## src/rtl/adder_pkg.sv

```systemverilog
// Shared definitions for the segmented pipelined adder.
package adder_pkg;

  localparam logic MODE_ADD = 1'b0;
  localparam logic MODE_SUB = 1'b1;

  // Number of ripple segments, which is also the pipeline depth.
  function automatic int calc_nseg(input int width, input int seg_w);
    return width / seg_w;
  endfunction

  // Operand width must split into whole segments.
  function automatic bit seg_fit_ok(input int width, input int seg_w);
    return (seg_w > 0) && (width >= seg_w) && ((width % seg_w) == 0);
  endfunction

endpackage

```

## src/rtl/full_adder.sv

```systemverilog
// Single-bit full adder cell.
module full_adder (
  input  logic a,
  input  logic b,
  input  logic ci,
  output logic s,
  output logic co
);

  assign s  = a ^ b ^ ci;
  assign co = (a & b) | (ci & (a ^ b));

endmodule

```

## src/rtl/ripple_segment.sv

```systemverilog
// Combinational SEG_W-bit ripple of full_adder cells.
module ripple_segment #(
  parameter int SEG_W = 4
) (
  input  logic [SEG_W-1:0] a,
  input  logic [SEG_W-1:0] b,
  input  logic             ci,
  output logic [SEG_W-1:0] s,
  output logic             co
);

  // Each cell owns its carry net so the chain is a plain sequence of
  // separate signals rather than a self-referencing vector.
  for (genvar i = 0; i < SEG_W; i++) begin : g_bit
    logic w_ci;
    logic w_co;
    if (i == 0) begin : g_lsb
      assign w_ci = ci;
    end else begin : g_up
      assign w_ci = g_bit[i-1].w_co;
    end
    full_adder u_fa (
      .a (a[i]),
      .b (b[i]),
      .ci(w_ci),
      .s (s[i]),
      .co(w_co)
    );
  end

  assign co = g_bit[SEG_W-1].w_co;

endmodule

```

## src/rtl/pipelined_carry_adder.sv

```systemverilog
// WIDTH-bit add/subtract split into SEG_W-bit ripple segments, one pipeline
// stage per segment, with the inter-segment carry registered. A single
// global enable stalls the whole pipe when the output is held.
// Note for integration: in_ready is a combinational function of out_ready.
module pipelined_carry_adder
  import adder_pkg::*;
#(
  parameter int WIDTH = 16,
  parameter int SEG_W = 4
) (
  input  logic             clk,
  input  logic             rst,
  input  logic             in_valid,
  output logic             in_ready,
  input  logic [WIDTH-1:0] A,
  input  logic [WIDTH-1:0] B,
  input  logic             Cin,
  input  logic             Sub,
  output logic             out_valid,
  input  logic             out_ready,
  output logic [WIDTH-1:0] Sum,
  output logic             Cout,
  output logic             Ovf
);

  localparam int NSEG = calc_nseg(WIDTH, SEG_W);

  if (!seg_fit_ok(WIDTH, SEG_W)) begin : g_bad_split
    $error("pipelined_carry_adder: WIDTH must be a nonzero multiple of SEG_W");
  end

  logic             w_en;
  logic [WIDTH-1:0] w_b_eff;
  logic             w_c0;
  logic             w_ovf_nxt;
  logic             r_ovf;

  assign w_en     = !out_valid || out_ready;
  assign in_ready = w_en;

  // Subtraction is A + ~B + 1; Cin only matters in add mode.
  assign w_b_eff = (Sub == MODE_SUB) ? ~B : B;
  assign w_c0    = (Sub == MODE_SUB) ? 1'b1 : Cin;

  // Stage k consumes the low segment of the operands still in flight,
  // appends its sum bits above the finished lower bits, and forwards the
  // remaining upper operand bits to the next stage.
  for (genvar k = 0; k < NSEG; k++) begin : g_stg
    localparam int IN_W  = WIDTH - k * SEG_W;
    localparam int REM_W = IN_W - SEG_W;
    localparam int SUM_W = (k + 1) * SEG_W;

    logic [IN_W-1:0]  w_a_cur;
    logic [IN_W-1:0]  w_b_cur;
    logic             w_c_cur;
    logic             w_v_cur;
    logic [SEG_W-1:0] w_seg_s;
    logic             w_seg_co;
    logic [SUM_W-1:0] w_sum_cur;

    logic             r_vld;
    logic [SUM_W-1:0] r_sum;
    logic             r_c;

    if (k == 0) begin : g_first
      assign w_a_cur   = A;
      assign w_b_cur   = w_b_eff;
      assign w_c_cur   = w_c0;
      assign w_v_cur   = in_valid;
      assign w_sum_cur = w_seg_s;
    end else begin : g_next
      assign w_a_cur   = g_stg[k-1].g_op.r_a;
      assign w_b_cur   = g_stg[k-1].g_op.r_b;
      assign w_c_cur   = g_stg[k-1].r_c;
      assign w_v_cur   = g_stg[k-1].r_vld;
      assign w_sum_cur = {w_seg_s, g_stg[k-1].r_sum};
    end

    ripple_segment #(.SEG_W(SEG_W)) u_seg (
      .a (w_a_cur[SEG_W-1:0]),
      .b (w_b_cur[SEG_W-1:0]),
      .ci(w_c_cur),
      .s (w_seg_s),
      .co(w_seg_co)
    );

    // Valid bit, partial sum and carry of this stage advance together.
    always_ff @(posedge clk) begin
      if (rst) begin
        r_vld <= 1'b0;
        r_sum <= '0;
        r_c   <= 1'b0;
      end else if (w_en) begin
        r_vld <= w_v_cur;
        r_sum <= w_sum_cur;
        r_c   <= w_seg_co;
      end
    end

    if (REM_W > 0) begin : g_op
      logic [REM_W-1:0] r_a;
      logic [REM_W-1:0] r_b;

      // Carry the not-yet-added operand bits forward.
      always_ff @(posedge clk) begin
        if (rst) begin
          r_a <= '0;
          r_b <= '0;
        end else if (w_en) begin
          r_a <= w_a_cur[IN_W-1:SEG_W];
          r_b <= w_b_cur[IN_W-1:SEG_W];
        end
      end
    end
  end

  // Signed overflow: operand signs agree but the result sign differs.
  assign w_ovf_nxt =
    (g_stg[NSEG-1].w_a_cur[SEG_W-1] == g_stg[NSEG-1].w_b_cur[SEG_W-1]) &&
    (g_stg[NSEG-1].w_seg_s[SEG_W-1] != g_stg[NSEG-1].w_a_cur[SEG_W-1]);

  // Overflow flag registered alongside the final stage.
  always_ff @(posedge clk) begin
    if (rst) begin
      r_ovf <= 1'b0;
    end else if (w_en) begin
      r_ovf <= w_ovf_nxt;
    end
  end

  assign out_valid = g_stg[NSEG-1].r_vld;
  assign Sum       = g_stg[NSEG-1].r_sum;
  assign Cout      = g_stg[NSEG-1].r_c;
  assign Ovf       = r_ovf;

endmodule

```

## config.mk

```make
export PLATFORM = sky130hd
export DESIGN_NAME = pipelined_carry_adder
export DESIGN_NICKNAME = d
export VERILOG_FILES = /design/src/rtl/adder_pkg.sv /design/src/rtl/full_adder.sv /design/src/rtl/ripple_segment.sv /design/src/rtl/pipelined_carry_adder.sv
export SDC_FILE = /design/constraint.sdc
export NUM_CORES = 1
export LEC_CHECK = 0
export ABC_AREA = 1
export CORE_MARGIN = 4
export CORE_UTILIZATION = 25
export CTS_CLUSTER_SIZE = 12
export DETAILED_ROUTE_END_ITERATION = 8
export PLACE_DENSITY = 0.43
export SYNTH_ARGS = -nofsm -noshare
export SYNTH_HDL_FRONTEND = slang
export SYNTH_SLANG_ARGS = --single-unit
```

## constraint.sdc

```tcl
create_clock -name clk -period 4.8 [get_ports clk]
set_input_delay 1.44 -clock clk [delete_from_list [all_inputs] [get_ports clk]]
set_output_delay 1.44 -clock clk [all_outputs]
set_load 0.01 [all_outputs]
```

==> metrics.md <==
| Metric | Value |
|---|---|
| Status | complete, no violations |
| Drc violations | 0 |
| Vias in the first global route | 3031 |
| P_leak | 2.060 nW |
| Clock sinks | 97 |
| Crit-path slowest cell | clkdlybuf4s50_1 |
| Layout cells sized above 1 | 4.865% |
| Most common cell after layout, fill and taps aside | nor2_1 |
| GR Util All Layers | 10.03% |
| Max-cap violation count | 0 |
| IO Pins | 58 |
| Core Area | 15770 um2 |
| Post-DP HPWL | 5553 um |
| FP Rows | 46 |
| Cts bufs inserted | 9 |
| Vias | 3080 |
| Worst Hold Class | flip-flop to flip-flop |
| Critical path endpoint | in_ready |
| Fmax achieved | 244.3 MHz |
| Yosys top cell area share | 48.45% |
| Nets@finish | 605 |
| Largest net degree at the start of global routing | 111 |
| Critical path depth | 4 |
| R2r setup slk | 2.40 ns |
| Largest area contributor in the netlist | dfxtp_1 |
| Worst clock skew | 0.007840 ns |
| Critical Path, Cell by Cell | clkdlybuf4s50_1 > inv_2 > nand2_2 > clkdlybuf4s50_1 |
| Syn_area_per_cell | 7.873 um2 |
| Max-slew headroom | 35.58% |
| Post-Syn Instances | 509 |
| Syn Std Cell Area | 4008 um2 |
| ANT cells | 0 |
| Pins over their slew limit | 0 |
| Worst Setup End Kind | output port |
| Die footprint | 18120 um2 |
| CP Buf/Inv Count | 3 |
| Synth Warn # | 0 |
| Initial antenna violation count | 0 |
| Commonest cells after routing, fill and taps aside | nor2_1 (195), dfxtp_1 (97), o21ai_0 (84), clkdlybuf4s50_1 (57), nand2_1 (34) |
| Total wire length | 8765 um |
| Filler Cells Inserted | 1742 |
| Clk Latency, worst-skew pair | 0.34 ns |
| CTS root buf | clkbuf_16 |
| Power density cells | 378.7 nW/um2 |
| Initial Util | 25.41% |
| Unrepaired setup endpoints after global routing | no |
| Final Util | 31.89% |
| Buffers on Ports | 57 |
| Top cells by area, synth | dfxtp_1 (48%), nor2_1 (18%), o21ai_0 (10%), fa_1 (8.0%), nand2_1 (3.3%) |
| Worst setup path startpoint | out_ready |
| Syn Nets | 564 |
| Die H | 134.6 um |
| Cts repair resizes | 0 |
| # Post-CTS Setup Buffers | 0 |
| Yosys cell types | 18 |
| RR Startpoint | g_stg[2].r_c |
| Footprint of the multi-input gates | 1750 um2 |
| Number of enable flip-flop cells after synthesis | 0 |
| Critical path class | input port to output port |
| Most frequent CP cell | clkdlybuf4s50_1 |
| Fin area | 5029 um2 |
| Post-route ant nets | 0 |
| Routed WL per cell | 11.37 um |
| Worst hold slack | 0.4816 ns |
| Starting DRT DRC Count | 205 |
| Area Growth Syn to Fin | 25.48% |
| CP Data Required Time | 3.36 ns |
| Initial DRT Pass Iterations | 4 |
| Critical Path Max Stage Delay | 0.55 ns |
| Crit share post-route | 85.26% |
| Clock Tree Buf Depth | 2 |
| Sequential element share of the synthesized area | 48.45% |
| Minimum clock period | 4.093 ns |
| Pre-CTS setup slack | 0.6197 ns |
| # H-tree levels | 3 |
| Cts hold-fix bufs | 0 |
| CP delay by family, top | buffers and inverters |
| Area post-placement | 4698 um2 |
| CTS tree | yes |
| Worst r2r path cells | 11 |
| Worst-margin pin slew | 0.9663 ns |
| Crit path max fanout | 2 |
| Dominant synthesized flop cell | dfxtp_1 |
| Worst r2r dst | Ovf |
| Fin. Hold Viols | 0 |
| Reg clk slew, reported paths | 0.06 ns |
| RD Place Congestion | 0.7155 |
| DR vias/cell | 3.995 |
| Setup ws final | 0.7075 ns |
| First-pass GRT wire length | 14930 um |
| VDD IR max | 0.0001427 V |
| TNS Setup | 0 ns |
| Crit path launch type | input port |
| Async set-reset flop share out of synthesis | 0% |
| Total gr overflow | 0 |
| Horiz. Die Dim | 134.6 um |
| Crit path DAT | 2.65 ns |
| Final-report setup violation count | 0 |
| FF+latch area | 1942 um2 |
| FF+latch count, synth | 97 |
[synth_stat cells (2+ instances only)]
library cell and n:
nor2_1 195, dfxtp_1 97, o21ai_0 84, nand2_1 35, inv_1 29, fa_1 16, buf_4 12, clkbuf_1 9
xor2_1 9, buf_2 8, buf_6 3, inv_2 3, xnor2_1 3, a21oi_1 2
[area by class of cell]
class,instances,share of cell area (%)
sequential,97,38.62
multi-input combinational,347,34.81
timing repair buffer,63,12.24
tap,216,5.374
clock buffer,11,5.026
inverter,32,2.389
clock inverter,5,1.543
[metal layers]
layer | GRT usage (%) | vias up | wire (um)
met5 | 0 | - | 0
met4 | 3.281 | 0 | 112
met3 | 2.757 | 9 | 354
met2 | 13.91 | 50 | 3498
met1 | 14.96 | 1370 | 4800
li1 | - | 1651 | -
[flip-flops by register name, indices dropped and copies added, names as in the netlist, 3 cells and up]
register and flops:
g_stg.r_sum 24, g_stg.g_op.r_b 24, g_stg.g_op.r_a 24, g_stg.r_c 3, Sum 16, g_stg.r_vld 3
[power breakdown]
group | total (mW) | internal, mW | switching, mW | leakage [nW]
sequential | 0.900 | 0.868 | 0.0322 | 0.799
clock | 0.783 | 0.483 | 0.300 | 0.162
combinational | 0.221 | 0.109 | 0.113 | 1.10
total | 1.90 | 1.46 | 0.444 | 2.06
[worst min-delay path by stage]
| stage | start | endpoint | slack (ns) | cells past startpoint |
|---|---|---|---|---|
| 2_1_floorplan | g_stg[2].r_vld | out_valid | 0.43 | 2 |
| 3_3_place_gp | g_stg[0].g_op.r_a[11] | g_stg[1].g_op.r_a[7] | 0.46 | 2 |
| 3_5_place_dp | g_stg[2].r_sum[5] | Sum[5] | 0.46 | 2 |
| 4_1_cts | g_stg[0].g_op.r_a[7] | g_stg[1].g_op.r_a[3] | 0.48 | 2 |
| 5_1_grt | g_stg[1].r_sum[6] | g_stg[2].r_sum[6] | 0.50 | 2 |
| 6_report | g_stg[0].g_op.r_b[11] | g_stg[1].g_op.r_b[7] | 0.48 | 2 |
[cells by family (layout without fill, tap and decap cells)]
group                      after synthesis  after routing  share of synthesized area (%)
AOI/OAI and AO/OA                       86             86                          10.74
and+or+nand+nor                        232            232                          21.82
adders and majority gates               17             17                          8.305
DFF                                     97             97                          48.45
buffers and inverters                   65            111                          8.055
xor gates and xnor gates                12             12                          2.623
[worst reg2reg max path: stages, from the launching register on]
cell,delay [ns]
dfxtp_1,0.33
fa_1,0.41
inv_1,0.09
fa_1,0.17
inv_1,0.06
fa_1,0.41
inv_1,0.11
fa_1,0.42
inv_1,0.09
nand2_1,0.05
nand3_1,0.07
a21oi_1,0.06
[through the flow]
stage / power [mW] / instances
after floorplan: 1.054 / 509
after global placement: 1.142 / 755
after detailed placement: 1.142 / 755
after CTS: 1.938 / 771
after global routing: 2.010 / 771
final: 1.904 / 771
No activity file was read; power rests on OpenSTA's default activity.
